<file path="config.mk">
export PLATFORM = sky130hd
export DESIGN_NAME = csr_unit_flat
export DESIGN_NICKNAME = d
export VERILOG_FILES = /design/src/rtl/csr_unit_if.sv /design/src/rtl/csr_unit.sv /design/src/flat_wrapper.sv
export SDC_FILE = /design/constraint.sdc
export NUM_CORES = 1
export LEC_CHECK = 0
export BUFFER_PORTS_ARGS = -buffer_cell sky130_fd_sc_hd__buf_2
export CAP_MARGIN = 25
export CORE_MARGIN = 5
export CORE_UTILIZATION = 51
export DETAILED_ROUTE_END_ITERATION = 7
export PLACE_DENSITY = 0.81
export SYNTH_ARGS = -nofsm -noshare
export SYNTH_HDL_FRONTEND = slang
export SYNTH_SLANG_ARGS = --single-unit
</file>
<file path="constraint.sdc">
create_clock -name clk -period 2.2 [get_ports clk]
set_input_delay 0.44 -clock clk [delete_from_list [all_inputs] [get_ports clk]]
set_output_delay 0.44 -clock clk [all_outputs]
set_load 0.005 [all_outputs]
</file>
<file path="src/rtl/csr_unit_if.sv">
// CSR unit bus: stage-2 instruction/operand inputs and CSR result outputs.
// The master drives the decode-side signals; the slave (csr_unit) returns results.
// clk and rst are not part of the bundle; they stay plain ports on the module.
interface csr_unit_if;
  logic [31:0] instruction_s2;
  logic        csr_we;
  logic [31:0] rs1_data;
  logic        stall;
  logic        retire;
  logic [31:0] csr_rdata;
  logic [31:0] tohost;
  logic        tohost_valid;
  logic [31:0] cycle_lo;

  modport master (
    output instruction_s2, csr_we, rs1_data, stall, retire,
    input  csr_rdata, tohost, tohost_valid, cycle_lo
  );

  modport slave (
    input  instruction_s2, csr_we, rs1_data, stall, retire,
    output csr_rdata, tohost, tohost_valid, cycle_lo
  );
endinterface

</file>
<file path="src/rtl/csr_unit.sv">
// CSR unit: tohost register plus 64-bit cycle/instret counters, CSRRW/CSRRWI access.
// Latency 1: csr_rdata and tohost_valid appear the cycle after the accepted access.
// stall holds off CSR accesses and instret counting; cycle always counts.
module csr_unit (
  input  logic     clk,
  input  logic     rst,
  csr_unit_if.slave bus
);

  localparam logic [11:0] ADDR_TOHOST    = 12'h51E;
  localparam logic [11:0] ADDR_CYCLE     = 12'hC00;
  localparam logic [11:0] ADDR_CYCLEH    = 12'hC80;
  localparam logic [11:0] ADDR_INSTRET   = 12'hC02;
  localparam logic [11:0] ADDR_INSTRETH  = 12'hC82;
  localparam logic [2:0]  F3_CSRRW       = 3'b001;
  localparam logic [2:0]  F3_CSRRWI      = 3'b101;

  logic [63:0] r_cycle;
  logic [63:0] r_instret;
  logic [31:0] r_tohost;
  logic [31:0] r_rdata;
  logic        r_tohost_vld;

  logic [11:0] w_addr;
  logic [2:0]  w_func3;
  logic [4:0]  w_uimm;
  logic        w_accept;
  logic        w_is_tohost;
  logic        w_instret_inc;
  logic [31:0] w_wdata;
  logic [31:0] w_rd_val;
  logic        w_unused;

  assign w_addr        = bus.instruction_s2[31:20];
  assign w_func3       = bus.instruction_s2[14:12];
  assign w_uimm        = bus.instruction_s2[19:15];
  // Only CSRRW/CSRRWI are implemented; any other func3 is a no-op.
  assign w_accept      = bus.csr_we && !bus.stall &&
                         ((w_func3 == F3_CSRRW) || (w_func3 == F3_CSRRWI));
  assign w_is_tohost   = (w_addr == ADDR_TOHOST);
  assign w_instret_inc = bus.retire && !bus.stall;
  assign w_wdata       = (w_func3 == F3_CSRRWI) ? {27'b0, w_uimm} : bus.rs1_data;
  // Opcode/rd fields are decoded upstream into csr_we.
  assign w_unused      = ^bus.instruction_s2[11:0];

  // Read mux over pre-update state so a concurrent increment/write is not seen.
  always_comb begin
    w_rd_val = 32'd0;
    case (w_addr)
      ADDR_TOHOST:   w_rd_val = r_tohost;
      ADDR_CYCLE:    w_rd_val = r_cycle[31:0];
      ADDR_CYCLEH:   w_rd_val = r_cycle[63:32];
      ADDR_INSTRET:  w_rd_val = r_instret[31:0];
      ADDR_INSTRETH: w_rd_val = r_instret[63:32];
      default:       w_rd_val = 32'd0;
    endcase
  end

  // Free-running 64-bit cycle counter; one wide add keeps the halves consistent.
  always_ff @(posedge clk) begin
    if (rst) begin
      r_cycle <= 64'd0;
    end else begin
      r_cycle <= r_cycle + 64'd1;
    end
  end

  // Retired-instruction counter, frozen while the pipeline is stalled.
  always_ff @(posedge clk) begin
    if (rst) begin
      r_instret <= 64'd0;
    end else if (w_instret_inc) begin
      r_instret <= r_instret + 64'd1;
    end
  end

  // tohost is the only writable CSR; the pulse flags every accepted write.
  always_ff @(posedge clk) begin
    if (rst) begin
      r_tohost     <= 32'd0;
      r_tohost_vld <= 1'b0;
    end else begin
      r_tohost_vld <= w_accept && w_is_tohost;
      if (w_accept && w_is_tohost) begin
        r_tohost <= w_wdata;
      end
    end
  end

  // Read data captures the old CSR value and holds until the next access.
  always_ff @(posedge clk) begin
    if (rst) begin
      r_rdata <= 32'd0;
    end else if (w_accept) begin
      r_rdata <= w_rd_val;
    end
  end

  assign bus.csr_rdata    = r_rdata;
  assign bus.tohost       = r_tohost;
  assign bus.tohost_valid = r_tohost_vld;
  assign bus.cycle_lo     = r_cycle[31:0];

endmodule

</file>
<file path="src/flat_wrapper.sv">
// flat-port wrapper written by rule: the top's interface ports become plain ports
module csr_unit_flat 
  (clk, rst, bus_instruction_s2, bus_csr_we, bus_rs1_data, bus_stall, bus_retire, bus_csr_rdata, bus_tohost, bus_tohost_valid, bus_cycle_lo);
  csr_unit_if bus_i ();
  input  logic clk;
  input  logic rst;
  input wire logic [$bits(bus_i.instruction_s2)-1:0] bus_instruction_s2;
  input wire logic [$bits(bus_i.csr_we)-1:0] bus_csr_we;
  input wire logic [$bits(bus_i.rs1_data)-1:0] bus_rs1_data;
  input wire logic [$bits(bus_i.stall)-1:0] bus_stall;
  input wire logic [$bits(bus_i.retire)-1:0] bus_retire;
  output wire logic [$bits(bus_i.csr_rdata)-1:0] bus_csr_rdata;
  output wire logic [$bits(bus_i.tohost)-1:0] bus_tohost;
  output wire logic [$bits(bus_i.tohost_valid)-1:0] bus_tohost_valid;
  output wire logic [$bits(bus_i.cycle_lo)-1:0] bus_cycle_lo;
  assign bus_i.instruction_s2 = bus_instruction_s2;
  assign bus_i.csr_we = bus_csr_we;
  assign bus_i.rs1_data = bus_rs1_data;
  assign bus_i.stall = bus_stall;
  assign bus_i.retire = bus_retire;
  assign bus_csr_rdata = bus_i.csr_rdata;
  assign bus_tohost = bus_i.tohost;
  assign bus_tohost_valid = bus_i.tohost_valid;
  assign bus_cycle_lo = bus_i.cycle_lo;
  csr_unit u_core (.clk(clk), .rst(rst), .bus(bus_i));
endmodule
</file>
==> results.md, run 1 <==
- Status: finished clean
- Worst-Skew Late Latency: 440 ps
- Syn_area_per_cell: 8.45 um^2
- Number of synthesized flops with an enable pin: 0
- H-tree depth: 4
- Ys async rst share: 0%
- Cell breakdown of the critical path: ha_4 -> nand4_1 -> buf_4 -> nor3_1 -> and4_2 -> nand3_1 -> mux2_2
- Worst path slowest cell: dfxtp_2
- Initial antenna violation count: 0
- Total CTS buffers: 17
- GRT overflow: 0
- Synth Register Bits: 193
- Pin count of the biggest net entering global routing: 66
- FMAX: around 450 MHz
- CTS tree: yes
- Final min period: between 2000 and 2500 ps
- Final Cycle Share: 99.9%
- Sequential share of the synthesized area: approximately 40%
- DR vias/cell: 6.22
- Yosys synthesis warning count: 0
- Synth Cell Area: 0.00966 mm^2
- Routed WL: 30.4 mm
- DRT iter0 DRCs: 1,085
- Area delta synth->final: 23.4%
- Worst r2r path cells: 7
- Netlist cell types: 54
- Clock Tree Root: clkbuf_16
- Die W: ~150 um
- First-pass DRT Iterations: 6
- Critical path arrival: 2530 ps
- Std cell rows: 50
- PortBufs: 153
- CTS Sinks: 193
- Diodes inserted: 0
- Slew HR: 63.0%
- Top_reg_cell synth: dfxtp_1
- Global-route wire length before repair: 47.5 mm
- Hold-fix buffers, CTS: 0
- Clock Pin Slew Worst Setup and Hold Paths: 70 ps
- Core area: 0.0187 mm^2
- Layout cell share with drive strength beyond 1: 27.0%
- Vias: 9,820
- PD cells: 600 mW/mm^2
- Detailed Place HPWL: 21.8 mm
- Die height: 148 um
- DRC: 0
- Setup violators final: 0
- Peak VDD IR: approximately 0.00054 V
- Placer Congestion: 0.921
- Leading cell type in the layout, fill and taps excluded: dfxtp_1
- Mapped Nets: 1,214
- Critical path class: reg -> reg
- Min-delay worst type: in -> reg
- Final Skew: 7.78 ps
- Max-slew violation count: 0
- Pre-CTS setup slack: -79.9 ps
- RSZ-0062 raised after global routing: true
- CP Buf/Inv Count: 1
- Vias in the first global route: 9,148
- Least-Margin Pin Slew: roughly 550 ps
- Delay-heaviest family, CP: simple AND/OR/NAND/NOR gates
- Final hold slack: 257 ps
- Worst path max stage delay: 370 ps
- Hold Path Depth: 3
- Most frequent cells in the layout: dfxtp_1 (189), buf_2 (152), nor2_1 (128)
- Number of routed nets with antenna violations: 0
- CTS Buffer Depth: 2
- Die footprint: ~0.022 mm^2
- PnR worst setup slack: 1.88 ps
- Levels on crit path: 7
- Worst Path Required: between 2000 and 3000 ps
- Final Hold Fails: 0
- IO Count: 166
- Leak: 4.43 nW
- Largest fanout on the critical path: 4
- Crit start category: register
- Initial core utilization: 51.6%
- MaxCap Viol Count: 0
- CP endpoint kind: register
- All-layer global routing usage: a little over a quarter
- Nets: 1,404
- Post-Syn Instances: approximately 1.1k
- Detail-routed net length per standard cell: slightly below 20 um
==> cell families (layout without fill, tap and decap cells) <==
family                   after synthesis  in the layout  share of synthesized area (%)
AND/OR/NAND/NOR                      485            485                           27.0
AO/OA/AOI/OAI                        239            239                           16.4
flip-flops                           193            193                           40.0
buffers and inverters                120            322                           6.21
XOR/XNOR                              71             71                           6.44
multiplexers                          33             33                           3.77
adder cells (fa/ha/maj)                2              2                          0.259
==> routing by layer <==
metal  global-route usage [%]  part of all wire [%]
met4                     11.5                   3.7
met1                     33.2                    40
met5                        0                     0
met2                     44.6                    48
met3                     6.38                   8.0
==> report_power, final <==
part,total (mW),internal (mW),leakage (nW),switching (mW)
Combinational,0.310,0.133,2.57,0.177
Sequential,3.54,3.52,1.56,0.0224
Clock,3.30,1.95,0.299,1.35
Total,7.15,5.61,4.43,1.55
==> worst register-to-register path: stages, from the launching register on <==
cell and delay, ps:
dfxtp_2 370, ha_4 140, nand4_1 300, buf_4 270, nor3_1 280, and4_2 360, nand3_1 100, mux2_2 270
==> state kept, by name (all words and copies together) (netlist names) <==
name                     flops
u_core.bus.csr_rdata        32
u_core.bus.tohost           32
u_core.bus.tohost_valid      1
u_core.r_cycle              64
u_core.r_instret            64
==> cell usage after synthesis (2+ instances only) <==
cell type / instances / area share (%)
a211oi_1: 36 / 2.8
a21oi_1: 78 / 4.0
a221oi_1: 31 / 2.8
a22oi_1: 31 / 2.4
and2_1: 6 / 0.39
and3_1: 10 / 0.65
and4_1: 15 / 1.4
buf_1: 4 / 0.16
buf_2: 2 / 0.10
buf_4: 32 / 2.5
buf_6: 2 / 0.23
clkbuf_1: 58 / 2.3
dfxtp_1: 193 / 40
ha_1: 2 / 0.26
inv_1: 20 / 0.78
mux2_2: 27 / 3.1
mux2i_1: 6 / 0.62
nand2_1: 81 / 3.1
nand2b_1: 2 / 0.13
nand3_1: 67 / 3.5
nand3b_1: 2 / 0.16
nand4_1: 44 / 2.9
nand4_2: 2 / 0.26
nand4b_1: 2 / 0.18
nor2_1: 128 / 5.0
nor2b_1: 4 / 0.26
nor3_1: 22 / 1.1
nor4_1: 22 / 1.4
nor4_2: 2 / 0.26
nor4_4: 3 / 0.66
o21ai_0: 26 / 1.3
o21ba_2: 2 / 0.21
o31ai_1: 30 / 2.3
or2_2: 6 / 0.39
or3_1: 23 / 1.5
or4_1: 35 / 2.7
xnor2_1: 40 / 3.6
xor2_1: 31 / 2.8
==> metrics by stage <==
stage | total power, mW | utilization [%] | area [um^2] | instances | TNS [ps]
6_report | 7.15 | 63.7 | 11900 | 1579 | 0
5_1_grt | 7.35 | 63.7 | 11900 | 1579 | -414
4_1_cts | 7.16 | 63.1 | 11800 | 1571 | 0
3_5_place_dp | 3.92 | 59.8 | 11200 | 1540 | -347
3_3_place_gp | 3.91 | 59.8 | 11200 | 1540 | -72.9
2_1_floorplan | 3.77 | - | 9660 | 1143 | 0
==> worst paths after layout <==
check,startpoint,to,slack (ps)
setup / recovery,u_core.r_cycle[1]$_SDFF_PP0_,u_core.r_cycle[48]$_SDFF_PP0_,2
hold / removal,bus_rs1_data[16],u_core.bus.tohost[16]$_SDFFE_PP0P_,260
setup reg to reg,u_core.r_cycle[1]$_SDFF_PP0_,u_core.r_cycle[48]$_SDFF_PP0_,2
hold reg to reg,u_core.bus.tohost[23]$_SDFFE_PP0P_,u_core.bus.tohost[23]$_SDFFE_PP0P_,470
==> layout make-up <==
class,count,area (um^2)
clock inverters,10,159
multi-input cells,830,5280
flip-flops and latches,193,3870
inverters,20,75.1
fillers,1520,6780
repair buffers,271,1790
clock buffers,21,460
well taps,234,293
==> timing repair <==
| item | in CTS | in global routing |
|---|---|---|
| setup buffers | 0 | 8 |
| setup endpoints to repair | 0 | 26 |
| resized for setup | 0 | 14 |
Power figures use the tool's default switching activity.
==> run 2: changes to the inputs <==
--- a/config.mk
+++ b/config.mk
@@ -8,9 +8,10 @@
 export BUFFER_PORTS_ARGS = -buffer_cell sky130_fd_sc_hd__buf_2
 export CAP_MARGIN = 25
 export CORE_MARGIN = 5
-export CORE_UTILIZATION = 51
+export CORE_UTILIZATION = 53
+export CTS_BUF_LIST = sky130_fd_sc_hd__clkbuf_4
 export DETAILED_ROUTE_END_ITERATION = 7
-export PLACE_DENSITY = 0.81
+export PLACE_DENSITY = 0.84
 export SYNTH_ARGS = -nofsm -noshare
 export SYNTH_HDL_FRONTEND = slang
 export SYNTH_SLANG_ARGS = --single-unit
==> results.md, run 2 (same netlist as run 1, synthesis figures left out) <==
- Cells after DPL: 1,538 (-0.13%)
- Detail-routed net length per standard cell: 18.9 um (-1.6%)
- Global-route wire length before repair: 47.4 mm (-0.15%)
- H-tree depth: 4 (unchanged)
- Routed WL: 29.9 mm (-1.7%)
- Layout cell share with drive strength beyond 1: 27.3% (+0.31 points)
- Std cell rows: 49 (-2.0%)
- FMAX: 477 MHz (+4.7%)
- DRC: 0 (unchanged)
- Final non-filler cell total: 1,578 (-0.063%)
- Most frequent cells in the layout: dfxtp_1 (190), buf_2 (152), nor2_1 (128)
- Area delta synth->final: 21.0%
- Slew HR: 63.4% (+0.33 points)
- Final min period: 2100 ps (-99.6 ps)
- Final Cycle Share: 95.4% (-4.5 points)
- Leak: 4.34 nW (-1.9%)
- Final Hold Fails: 0 (unchanged)
- Die W: 145 um (-1.8%)
- Clock Pin Slew Worst Setup and Hold Paths: 160 ps (+90 ps)
- Vias in the first global route: 9,144 (-0.044%)
- Critical path class: reg -> reg
- Critical path arrival: 2640 ps (+110 ps)
- Initial core utilization: 53.8% (+2.1 points)
- CTS tree: yes
- CTS Buffer Depth: 2 (unchanged)
- Tot Pwr: 6.23 mW (-13%)
- Fillers: 1,423 (-6.4%)
- CP endpoint kind: register
- All-layer global routing usage: 26.8% (about the same)
- Number of routed nets with antenna violations: 0 (unchanged)
- Area of the multi-input gates: 0.00530 mm^2 (+0.31%)
- Clock Tree Root: clkbuf_4
- First-pass DRT Iterations: 6 (unchanged)
- GRT overflow: 0 (unchanged)
- Least-Margin Pin Slew: 550 ps (-5.01 ps)
- CTS Sinks: 193 (unchanged)
- PD cells: 533 mW/mm^2 (-11%)
- Worst Path Required: 2740 ps (+210 ps)
- Initial antenna violation count: 1 (+1)
- Peak VDD IR: 0.000402 V (-26%)
- DRT iter0 DRCs: 1,171 (+7.9%)
- Worst-Skew Late Latency: 600 ps (+160 ps)
- FF/Latch Area: 0.00387 mm^2 (about the same)
- PortBufs: 153 (unchanged)
- Final core utilization: 65.1% (+1.3 points)
- MaxCap Viol Count: 0 (unchanged)
- Core area: 0.0180 mm^2 (-4.0%)
- Largest regs: u_core.r_cycle: 64 flops, u_core.r_instret: 64 flops
- Setup violators final: 0 (unchanged)
- Nets: 1,406 (+0.14%)
- Final hold slack: 78.2 ps (-179 ps)
- Min-delay worst type: in -> reg
- Crit start category: register
- Pin count of the biggest net entering global routing: 67 (+1.5%)
- Die height: 145 um (-1.8%)
- IO Count: 166 (unchanged)
- Final Skew: 21.7 ps (+13.9 ps)
- Placer Congestion: 0.972 (+5.6%)
- Max-slew violation count: 0 (unchanged)
- Largest fanout on the critical path: 4 (unchanged)
- DR vias/cell: 6.25 (+0.54%)
- Detailed Place HPWL: 21.7 mm (-0.22%)
- Status: finished clean
- Leading cell type in the layout, fill and taps excluded: dfxtp_1
- Die footprint: 0.0210 mm^2 (-3.5%)
- Total CTS buffers: 17 (unchanged)
- Vias: 9,867 (+0.48%)
-- run 2: worst paths after layout --
| path | from | end | slack, ps | cells after the start |
|---|---|---|---|---|
| worst max register to register | u_core.r_instret[26]$_SDFFE_PP0P_ | u_core.r_instret[42]$_SDFFE_PP0P_ | 100 | 5 |
| worst min register to register | u_core.bus.tohost[5]$_SDFFE_PP0P_ | u_core.bus.tohost[5]$_SDFFE_PP0P_ | 490 | 2 |
| worst min-delay path | bus_rs1_data[29] | u_core.bus.tohost[29]$_SDFFE_PP0P_ | 80 | 3 |
| worst max-delay path | u_core.r_instret[26]$_SDFFE_PP0P_ | u_core.r_instret[42]$_SDFFE_PP0P_ | 100 | 5 |
-- run 2: final cells by class --
cell class                 count  share of cell area [%]
timing repair buffer         273                    15.3
clock buffer                  18                    1.16
antenna                        1                  0.0214
tap                          229                    2.45
inverter                      20                   0.642
clock inverter                14                    2.01
sequential                   193                    33.1
multi-input combinational    830                    45.3
-- run 2: per-layer routing --
layer  vias up  wire length (um)  track usage, %
li1       4587                 -               -
met1      4696             12100            35.0
met2       485             14300            43.5
met3        99              2380            4.86
met4         0              1060            11.3
met5         -                 0               0
-- run 2: timing repair --
item	4_1_cts	5_1_grt
endpoints found under the setup margin	6	34
setup buffers	1	6
hold buffers	0	0
pin swaps	1	6
gates resized for setup	1	14
-- run 2: where the power goes --
part | switching (mW) | total, mW | internal [mW] | leakage [nW]
registers | 0.0210 | 3.54 | 3.52 | 1.56
logic | 0.178 | 0.308 | 0.130 | 2.59
clock network | 1.23 | 2.38 | 1.14 | 0.190
-- run 2: worst max-delay path: stages (launching register included) --
cell	delay, ps
dfxtp_1	460
nand4_4	180
or4_4	530
or3_1	420
or3_1	330
a21oi_1	140
-- run 2: metrics by stage --
step | cell area (um^2) | TNS (ps) | setup slack (ps)
CTS | 11600 | 0 | 17.7
global route | 11700 | -43.2 | -34.6
detailed placement | 11200 | -653 | -99.6
finish | 11700 | 0 | 101
global placement | 11200 | -252 | -40.0
floorplan | 9660 | 0 | 113
==> run 3: changes to the inputs <==
--- a/config.mk
+++ b/config.mk
@@ -7,10 +7,12 @@
 export LEC_CHECK = 0
 export BUFFER_PORTS_ARGS = -buffer_cell sky130_fd_sc_hd__buf_2
 export CAP_MARGIN = 25
+export CORE_ASPECT_RATIO = 0.5
 export CORE_MARGIN = 5
 export CORE_UTILIZATION = 53
 export CTS_BUF_LIST = sky130_fd_sc_hd__clkbuf_4
 export DETAILED_ROUTE_END_ITERATION = 7
+export GPL_TIMING_DRIVEN = 0
 export PLACE_DENSITY = 0.84
 export SYNTH_ARGS = -nofsm -noshare
 export SYNTH_HDL_FRONTEND = slang
==> results.md, run 3 (same netlist as run 1, synthesis figures left out) <==
- Die W: 201 um (+39%)
- Comb pwr share: 5.4% (+0.5 points)
- Critical path arrival: 2720 ps (+80 ps)
- Final Skew: 37.1 ps (+15.4 ps)
- Vias in the first global route: 9,198 (+0.59%)
- MaxCap Viol Count: 0 (unchanged)
- PD cells: 490 mW/mm^2 (-8.2%)
- Largest fanout on the critical path: 10 (+6)
- Reg power frac: 62.2% (+5.3 points)
- Tot Pwr: 5.69 mW (-8.7%)
- Final non-filler cell total: 1,595 (+1.1%)
- Final instance area: 0.0116 mm^2 (-0.60%)
- Internal power: 4.11 mW (-14%)
- Final Hold Fails: 0 (unchanged)
- Leading cell type in the layout, fill and taps excluded: buf_2
- Initial core utilization: 54.8% (+1.1 points)
- Least-Margin Pin Slew: 808 ps (+258 ps)
- Detailed Place HPWL: 23.3 mm (+7.2%)
- Peak VDD IR: 0.000335 V (-16%)
- Clock Pin Slew Worst Setup and Hold Paths: 160 ps (about the same)
- Dpl cell area: 0.0107 mm^2 (-4.2%)
- Largest regs: u_core.r_cycle: 64 flops, u_core.r_instret: 64 flops
- Leak: 4.23 nW (-2.7%)
- Die height: 105 um (-27%)
- Final Cycle Share: 101% (+6.1 points)
- Critical path class: in -> reg
- CP endpoint kind: register
- Setup violators final: 2 (+2)
- Net switching power: 1.57 mW (+9.7%)
- Layout cell share with drive strength beyond 1: 29.7% (+2.4 points)
- Total CTS buffers: 17 (unchanged)
- Most frequent cells in the layout: buf_2 (160), dfxtp_1 (146), nor2_1 (126)
- Std cell rows: 34 (-31%)
- Crit start category: input pin
- Core area: 0.0176 mm^2 (-2.0%)
- Clock share of power: 32.3% (-5.9 points)
- PortBufs: 152 (-0.65%)
- Diodes inserted: 0 (-1)
- Max-slew violation count: 0 (unchanged)
- Slew HR: 46.2% (-17 points)
- Worst Path Required: 2690 ps (-50 ps)
- Sw frac: 27.7% (+4.6 points)
- DR vias/cell: 6.34 (+1.4%)
- Status: finished, violations left
- Die footprint: 0.0212 mm^2 (+0.78%)
- Pin count of the biggest net entering global routing: 19 (-72%)
- Area delta synth->final: 20.3%
- IO Count: 166 (unchanged)
- Routed WL: 32.0 mm (+7.1%)
- Global-route wire length before repair: 48.4 mm (+2.2%)
- GRT overflow: 0 (unchanged)
- Placer Congestion: 0.967 (-0.60%)
- DRC: 0 (unchanged)
- Nets: 1,419 (+0.92%)
- Vias: 10.1k (+2.4%)
- Number of routed nets with antenna violations: 0 (unchanged)
- Initial antenna violation count: 0 (-1)
- CTS Buffer Depth: 2 (unchanged)
- CTS tree: yes
- Cells after DPL: 1,530 (-0.52%)
- Violated checks: negative setup slack
- PnR worst setup slack: -31.6 ps (-133 ps)
- RSZ-0062 raised after global routing: true
- Detail-routed net length per standard cell: 20.1 um (+5.9%)
- First-pass DRT Iterations: 6 (unchanged)
- Worst-Skew Late Latency: 580 ps (-20 ps)
- FMAX: 448 MHz (-6.0%)
- Hold-fix buffers, CTS: 0 (unchanged)
- DRT iter0 DRCs: 1,326 (+13%)
- H-tree depth: 4 (unchanged)
- All-layer global routing usage: 27.8% (+1.0 points)
- Min-delay worst type: in -> reg
- Final min period: 2230 ps (+133 ps)
- CTS Sinks: 193 (unchanged)
- Clock Tree Root: clkbuf_4
run 3: cell count changes in the layout (fill, tap and decap cells not counted), sizes merged:
cell    previous run  this run
buf              273       235
bufinv             6         0
clkbuf            18        68
clkinv             4         5
diode              1         0
inv               22        28
run 3: per-layer routing:
| metal | share of wire, % | global-route usage [%] |
|---|---|---|
| met4 | 2.8 | 8.29 |
| met5 | 0 | 0 |
| met1 | 39 | 36.0 |
| met2 | 48 | 47.9 |
| met3 | 9.4 | 4.88 |
run 3: metrics by stage:
stage               setup slack [ps]  hold WS [ps]  TNS, ps  util [%]
floorplan                        113           451        0         -
global placement                -666           453   -38730      60.8
detailed placement              -683           459   -42870      60.8
CTS                             4.03           100        0      63.8
global route                   -33.0          87.4     -146      66.0
finish                         -31.6           106    -32.3      66.0
run 3: timing repair:
item	CTS	global route
gates resized for setup	46	101
endpoints found under the setup margin	73	72
gates cloned	0	1
setup buffers	18	16
pin swaps	10	15
run 3: worst max-delay path: stages:
cell	delay, ps
buf_2	100
nor4_1	460
nand3_1	300
nor3_2	480
clkbuf_1	440
a22oi_1	210
a211oi_1	280
run 3: final cells by class:
| class | count | area [um^2] |
|---|---|---|
| buffer | 98 | 544 |
| clock inverter | 15 | 121 |
| fill | 1456 | 6000 |
| tap | 234 | 293 |
| clock buffer | 17 | 128 |
| sequential | 193 | 3960 |
| inverter | 20 | 75.1 |
| multi-input combinational | 830 | 5470 |
| timing repair buffer | 188 | 1030 |
run 3: final timing paths:
kind / start / endpoint / slack, ps / cells past startpoint
worst min register to register: u_core.bus.tohost[31]$_SDFFE_PP0P_ / u_core.bus.tohost[31]$_SDFFE_PP0P_ / 480 / 2
worst max-delay path: bus_instruction_s2[20] / u_core.bus.csr_rdata[23]$_SDFFE_PP0P_ / -30 / 7
worst min-delay path: bus_rs1_data[7] / u_core.bus.tohost[7]$_SDFFE_PP0P_ / 110 / 3
worst max register to register: u_core.r_instret[3]$_SDFFE_PP0P_ / u_core.r_instret[35]$_SDFFE_PP0P_ / 0 / 6
run 3: power by group through the flow:
stage / clock network [mW] / logic, mW / registers [mW]
finish: 1.84 / 0.310 / 3.54
global route: 1.97 / 0.330 / 3.54
CTS: 1.82 / 0.297 / 3.55
detailed placement: 0 / 0.294 / 3.62
global placement: 0 / 0.289 / 3.62
floorplan: 0 / 0.150 / 3.62
